--- src/rtl/bit16_serial_subtractor_pkg.sv ---
// Shared types and sizing helpers for the serial subtractor.
// Imported by the subtractor top and its slice datapath.
package serial_sub_pkg;

  typedef enum logic [1:0] {
    IDLE,
    RUN,
    DONE
  } state_t;

  function automatic int nslices(int w, int s);
    return w / s;
  endfunction

  function automatic int cnt_w(int n);
    return (n <= 1) ? 1 : $clog2(n);
  endfunction

  localparam int WIDTH_D = 16;
  localparam int SLICE_D = 4;
  localparam int N_D     = nslices(WIDTH_D, SLICE_D);

endpackage

--- src/rtl/bit16_serial_subtractor_if.sv ---
// Operand/result handshake bundle for the serial subtractor.
// Optional zero flag: BIT16_SERIAL_SUBTRACTOR_ZERO_FLAG_EN.
interface bit16_serial_subtractor_if #(
  parameter int WIDTH = 16
);
  logic             in_valid;
  logic             in_ready;
  logic [WIDTH-1:0] a;
  logic [WIDTH-1:0] b;
  logic             bin;
  logic             out_valid;
  logic             out_ready;
  logic [WIDTH-1:0] d;
  logic             bout;
  logic             ovf;
`ifdef BIT16_SERIAL_SUBTRACTOR_ZERO_FLAG_EN
  logic             zero;

  modport master (
    output in_valid, a, b, bin, out_ready,
    input  in_ready, out_valid, d, bout, ovf, zero
  );

  modport slave (
    input  in_valid, a, b, bin, out_ready,
    output in_ready, out_valid, d, bout, ovf, zero
  );
`else
  modport master (
    output in_valid, a, b, bin, out_ready,
    input  in_ready, out_valid, d, bout, ovf
  );

  modport slave (
    input  in_valid, a, b, bin, out_ready,
    output in_ready, out_valid, d, bout, ovf
  );
`endif
endinterface

--- src/rtl/bit16_serial_subtractor_sub_slice.sv ---
// Combinational W-bit ripple-borrow subtractor.
// Built as a chain of full-subtractor cells.
module sub_slice #(
  parameter int W = 4
) (
  input  logic [W-1:0] x,
  input  logic [W-1:0] y,
  input  logic         bin,
  output logic [W-1:0] diff,
  output logic         bout
);

  logic [W:0] br;

  assign br[0] = bin;

  for (genvar i = 0; i < W; i++) begin : g_cell
    assign diff[i]  = x[i] ^ y[i] ^ br[i];
    assign br[i+1]  = (~x[i] & y[i])
                    | (~(x[i] ^ y[i]) & br[i]);
  end

  assign bout = br[W];

endmodule

--- src/rtl/bit16_serial_subtractor.sv ---
// Multi-cycle d = a - b - bin, SLICE bits per clock.
// Optional zero flag: BIT16_SERIAL_SUBTRACTOR_ZERO_FLAG_EN.
module bit16_serial_subtractor
  import serial_sub_pkg::*;
#(
  parameter int WIDTH = 16,
  parameter int SLICE = 4
) (
  input logic clk,
  input logic rst,
  bit16_serial_subtractor_if.slave bus
);

  localparam int N  = nslices(WIDTH, SLICE);
  localparam int CW = cnt_w(N);

  state_t           state;
  state_t           nstate;
  logic [CW-1:0]    cnt;
  logic [WIDTH-1:0] ra;
  logic [WIDTH-1:0] rb;
  logic             br;
  logic [WIDTH-1:0] d_q;
  logic             bout_q;
  logic             ovf_q;
  logic             in_rdy;
  logic             out_vld;
  logic             last;
  logic [SLICE-1:0] sx;
  logic [SLICE-1:0] sy;
  logic [SLICE-1:0] sd;
  logic             sbo;

  assign sx   = ra[cnt*SLICE +: SLICE];
  assign sy   = rb[cnt*SLICE +: SLICE];
  assign last = (cnt == CW'(N - 1));

  sub_slice #(
    .W (SLICE)
  ) u_slice (
    .x    (sx),
    .y    (sy),
    .bin  (br),
    .diff (sd),
    .bout (sbo)
  );

  // State register
  always_ff @(posedge clk or posedge rst) begin
    if (rst) state <= IDLE;
    else     state <= nstate;
  end

  // Next state and handshake outputs
  always_comb begin
    nstate  = state;
    in_rdy  = 1'b0;
    out_vld = 1'b0;
    unique case (state)
      IDLE: begin
        in_rdy = 1'b1;
        if (bus.in_valid) nstate = RUN;
      end
      RUN: begin
        if (last) nstate = DONE;
      end
      DONE: begin
        out_vld = 1'b1;
        if (bus.out_ready) nstate = IDLE;
      end
      default: nstate = IDLE;
    endcase
  end

  // Operand capture and slice-by-slice result build
  always_ff @(posedge clk or posedge rst) begin
    if (rst) begin
      ra     <= '0;
      rb     <= '0;
      br     <= 1'b0;
      cnt    <= '0;
      d_q    <= '0;
      bout_q <= 1'b0;
      ovf_q  <= 1'b0;
    end else begin
      unique case (state)
        IDLE: begin
          if (bus.in_valid) begin
            ra  <= bus.a;
            rb  <= bus.b;
            br  <= bus.bin;
            cnt <= '0;
            d_q <= '0;
          end
        end
        RUN: begin
          d_q[cnt*SLICE +: SLICE] <= sd;
          br  <= sbo;
          cnt <= cnt + CW'(1);
          if (last) begin
            bout_q <= sbo;
            ovf_q  <= (ra[WIDTH-1] != rb[WIDTH-1])
                   && (sd[SLICE-1] != ra[WIDTH-1]);
          end
        end
        default: ;
      endcase
    end
  end

`ifdef BIT16_SERIAL_SUBTRACTOR_ZERO_FLAG_EN
  logic zacc;
  logic zero_q;

  // Accumulate nonzero slices; flag lands with the last slice
  always_ff @(posedge clk or posedge rst) begin
    if (rst) begin
      zacc   <= 1'b0;
      zero_q <= 1'b0;
    end else begin
      if (state == IDLE && bus.in_valid) begin
        zacc <= 1'b0;
      end else if (state == RUN) begin
        zacc <= zacc | (|sd);
        if (last) zero_q <= ~(zacc | (|sd));
      end
    end
  end

  assign bus.zero = zero_q;
`endif

  assign bus.in_ready  = in_rdy;
  assign bus.out_valid = out_vld;
  assign bus.d         = d_q;
  assign bus.bout      = bout_q;
  assign bus.ovf       = ovf_q;

endmodule

--- src/flat_wrapper.sv ---
// flat-port wrapper written by rule: the top's interface ports become plain ports
module bit16_serial_subtractor_flat import serial_sub_pkg::*;
#(
  parameter int WIDTH = 16,
  parameter int SLICE = 4
)
  (clk, rst, bus_in_valid, bus_a, bus_b, bus_bin, bus_out_ready, bus_in_ready, bus_out_valid, bus_d, bus_bout, bus_ovf);
  bit16_serial_subtractor_if #(.WIDTH(WIDTH)) bus_i ();
  input logic clk;
  input logic rst;
  input wire logic [$bits(bus_i.in_valid)-1:0] bus_in_valid;
  input wire logic [$bits(bus_i.a)-1:0] bus_a;
  input wire logic [$bits(bus_i.b)-1:0] bus_b;
  input wire logic [$bits(bus_i.bin)-1:0] bus_bin;
  input wire logic [$bits(bus_i.out_ready)-1:0] bus_out_ready;
  output wire logic [$bits(bus_i.in_ready)-1:0] bus_in_ready;
  output wire logic [$bits(bus_i.out_valid)-1:0] bus_out_valid;
  output wire logic [$bits(bus_i.d)-1:0] bus_d;
  output wire logic [$bits(bus_i.bout)-1:0] bus_bout;
  output wire logic [$bits(bus_i.ovf)-1:0] bus_ovf;
  assign bus_i.in_valid = bus_in_valid;
  assign bus_i.a = bus_a;
  assign bus_i.b = bus_b;
  assign bus_i.bin = bus_bin;
  assign bus_i.out_ready = bus_out_ready;
  assign bus_in_ready = bus_i.in_ready;
  assign bus_out_valid = bus_i.out_valid;
  assign bus_d = bus_i.d;
  assign bus_bout = bus_i.bout;
  assign bus_ovf = bus_i.ovf;
  bit16_serial_subtractor #(.WIDTH(WIDTH), .SLICE(SLICE)) u_core (.clk(clk), .rst(rst), .bus(bus_i));
endmodule
--- config.mk ---
export PLATFORM = sky130hd
export DESIGN_NAME = bit16_serial_subtractor_flat
export DESIGN_NICKNAME = d
export VERILOG_FILES = /design/src/rtl/bit16_serial_subtractor_pkg.sv /design/src/rtl/bit16_serial_subtractor_if.sv /design/src/rtl/bit16_serial_subtractor_sub_slice.sv /design/src/rtl/bit16_serial_subtractor.sv /design/src/flat_wrapper.sv
export SDC_FILE = /design/constraint.sdc
export NUM_CORES = 1
export LEC_CHECK = 0
export BUFFER_PORTS_ARGS = -buffer_cell sky130_fd_sc_hd__buf_2
export CORE_ASPECT_RATIO = 1.25
export CORE_MARGIN = 4
export CORE_UTILIZATION = 35
export CTS_CLUSTER_DIAMETER = 60
export CTS_CLUSTER_SIZE = 25
export DETAILED_ROUTE_END_ITERATION = 8
export PLACE_DENSITY = 0.62
export SYNTH_ARGS = -nofsm -noshare
export SYNTH_HDL_FRONTEND = slang
export SYNTH_SLANG_ARGS = --single-unit
--- constraint.sdc ---
create_clock -name clk -period 4.2 [get_ports clk]
set_clock_uncertainty 0.2 [all_clocks]
set_input_delay 1.26 -clock clk [delete_from_list [all_inputs] [get_ports clk]]
set_output_delay 1.26 -clock clk [all_outputs]
set_load 0.02 [all_outputs]
==> metrics.md <==
| Metric | Value |
|---|---|
| Status | `finished, final reports clean` |
| RD Place Congestion | `0.871` |
| Fin. max-slew vios | `0` |
| Final hold violation count | `0` |
| Layout area overhead | `15.5%` |
| Yosys warnings | `0` |
| Top delay family on crit path | `adder cells` |
| Initial antenna violation count | `0` |
| DRC Markers | `0` |
| Share of layout cells above drive strength 1 | `46.2%` |
| Initial Utilization | `36.1%` |
| CTS tree | `done` |
| Total Power | `0.00265 W` |
| Final WL | `5400 µm` |
| Leak | `1.54 nW` |
| Setup bufs post-CTS | `0` |
| Most frequent CP cell | `fa_1` |
| TritonCTS buffer count | `5` |
| Final setup fails | `0` |
| Final hold slack | `0.290 ns` |
| CP peak stage delay | `0.59 ns` |
| CP Buf/Inv Count | `3` |
| First-pass GRT wire length | `9050 µm` |
| Critical Path Start Type | `flip-flop` |
| # hold bufs at CTS | `0` |
| Unrepaired setup endpoints after global routing | `no` |
| Gate Count Post-Synth | `181` |
| Minimum clock period | `3.46 ns` |
| Dpl hpwl | `4060 µm` |
| Synthesized cell area | `0.00269 mm²` |
| Num ports | `57` |
| Avg Cell Area, Syn | `14.9 µm²` |
| Worst Path Required | `4.20 ns` |
| Die Y | `106 µm` |
| Metal-1 WL | `2330 µm` |
| Std cell rows | `35` |
| Synth top area share | `51.2%` |
| Clk slew on worst S/H paths | `0.09 ns` |
| H-tree levels | `2` |
| Critical-path maximum fanout | `12` |
| Unique cell type count in the Yosys netlist | `30` |
| Tightest Pin Transition | `1.13 ns` |
| Power per cell area | `853 mW/mm²` |
| DIE AREA | `0.00916 mm²` |
| Final worst slack | `0.744 ns` |
| Max-cap violations | `0` |
| Max Fclk | `289 MHz` |
| Gr usage total | `12.7%` |
| CTS resizes | `0` |
| Ranking of synthesized cells by area | `dfrtp_1 51%, mux2_4 17%, mux4_2 6.7%` |
| Antenna Nets Post-Route | `0` |
| Routed WL per cell | `16.4 µm` |
| Crit path kind | `reg2reg` |
| Core ar. | `0.00744 mm²` |
| Worst vdd ir | `0.000400 V` |
| Max Used Layer | `met4` |
| Worst path arrival time | `3.45 ns` |
| Seq/Total Area, Yosys | `51.2%` |
| Clock Path Buffers | `2` |
| Final instance count without filler cells | `330` |
| Placed Cells incl. Taps | `323` |
| CP max stage cell | `dfrtp_1` |
| Met3 wire len | `298 µm` |
| Chip width | `86.4 µm` |
| Worst min-delay path class | `reg2reg` |
| Vias in the first global route | `1714` |
| CTS Sinks | `55` |
| Final #Nets | `283` |
| Max-slew headroom | `24.4%` |
| Crit path cell chain | `buf_4 > mux4_2 > fa_1 > inv_1 > fa_1 > fa_1 > inv_1 > fa_1 > and3b_1 > a21oi_1 > o21ai_0` |
| Root Buffer | `clkbuf_8` |
| Sum of negative setup slack | `0 ns` |
| Crit share post-route | `82.3%` |
| Vias | `1636` |
| Port Buffers | `56` |
| Crit end category | `flip-flop` |
| Worst skew pair latency | `0.30 ns` |
| Routed wl met2 | `2640 µm` |
| Synthesized flop and latch total | `55` |
| Avg Vias per Cell | `4.96` |
| DRT Pass-1 Iters | `4` |
| Pre-CTS setup slack | `0.750 ns` |
| Iter 0 DRT Violations | `62` |
| Post-Syn Nets | `226` |
| Largest net degree at the start of global routing | `56` |
| Yosys top cell by area | `dfrtp_1` |
| Gr ovfl total | `0` |
| Antenna cell count | `0` |
-- kinds of logic after synthesis --
kind of cell / Yosys count / share of synthesized area, %
buf+inv: 18 / 4.37
fa+ha+maj: 8 / 4.84
flops: 55 / 51.2
mux: 41 / 24.7
simple gates: 30 / 6.70
compound gates: 29 / 8.23
-- path summary, 6_finish.rpt --
check / start / to / slack [ns] / cells after the start
min: u_core.bus.d[4] / u_core.bus.d[4] / 0.29 / 1
max in group asynchronous: rst / u_core.ra[13] / 2.06 / 2
max reg2reg: u_core.cnt[0] / u_core.bus.ovf / 0.74 / 11
min in group asynchronous: rst / u_core.state[0] / 1.02 / 2
min reg2reg: u_core.bus.d[4] / u_core.bus.d[4] / 0.29 / 1
max: u_core.cnt[0] / u_core.bus.ovf / 0.74 / 11
-- Yosys cell counts --
| cell type | instances |
|---|---|
| and2_4 | 1 |
| mux4_2 | 8 |
| a21oi_1 | 3 |
| nor2b_1 | 1 |
| mux2_2 | 3 |
| nand3b_4 | 1 |
| o21bai_1 | 1 |
| o2bb2ai_1 | 8 |
| o21ai_0 | 4 |
| inv_1 | 10 |
| nor3_1 | 2 |
| and4_1 | 1 |
| nand2_1 | 8 |
| a21o_1 | 4 |
| buf_4 | 1 |
| buf_2 | 1 |
| fa_1 | 4 |
| nor2_2 | 1 |
| nand3_1 | 1 |
| nand2b_1 | 5 |
| nor2_1 | 3 |
| and3b_1 | 2 |
| buf_6 | 6 |
| or3_1 | 2 |
| and3_1 | 1 |
| ha_1 | 4 |
| mux2_4 | 30 |
| a22o_1 | 9 |
| dfrtp_1 | 55 |
| nand4_1 | 1 |
-- layout by cell type, fill, tap and decap left out, types with 5 or more instances in the layout --
master / Yosys / layout
a22o_1: 9 / 9
o2bb2ai_1: 8 / 8
clkbuf_8: 0 / 6
mux2_4: 30 / 30
nand2_1: 8 / 8
inv_1: 10 / 9
dfrtp_1: 55 / 55
mux4_2: 8 / 8
buf_2: 1 / 56
nand2b_1: 5 / 5
-- flip-flops by register name, summed over array words and instances, names as in the netlist --
register,count
u_core.bus.bout,1
u_core.bus.d,16
u_core.rb,16
u_core.state,2
u_core.ra,16
u_core.bus.ovf,1
u_core.br,1
u_core.cnt,2
-- layout make-up --
class                   count  area, µm²
clock inverters             1       5.00
inverters                  10       37.5
flip-flops and latches     55       1380
clock buffers               6       82.6
fillers                   723       4340
repair buffers             58        295
multi-input cells         108       1200
well taps                  92        115
-- per-stage QoR --
| stage | area, µm² | util [%] |
|---|---|---|
| finish | 3110 | 41.7 |
| global placement | 3020 | 40.6 |
| CTS | 3110 | 41.7 |
| detailed placement | 3020 | 40.6 |
| global route | 3110 | 41.7 |
| floorplan | 2690 | - |
-- power by group --
| part | leakage, nW | internal, W | total [W] | switching (W) |
|---|---|---|---|---|
| combinational | 0.810 | 0.000724 | 0.00140 | 0.000677 |
| sequential | 0.685 | 0.000765 | 0.000954 | 0.000189 |
| clock | 0.0470 | 0.000130 | 0.000296 | 0.000166 |
| total | 1.54 | 0.00162 | 0.00265 | 0.00103 |
-- per-layer routing --
| layer | track usage, % | vias up |
|---|---|---|
| met2 | 20.1 | 47 |
| met3 | 3.10 | 10 |
| met5 | 0 | - |
| li1 | - | 763 |
| met1 | 16.8 | 816 |
| met4 | 4.90 | 0 |
No activity file was read; power rests on OpenSTA's default activity.
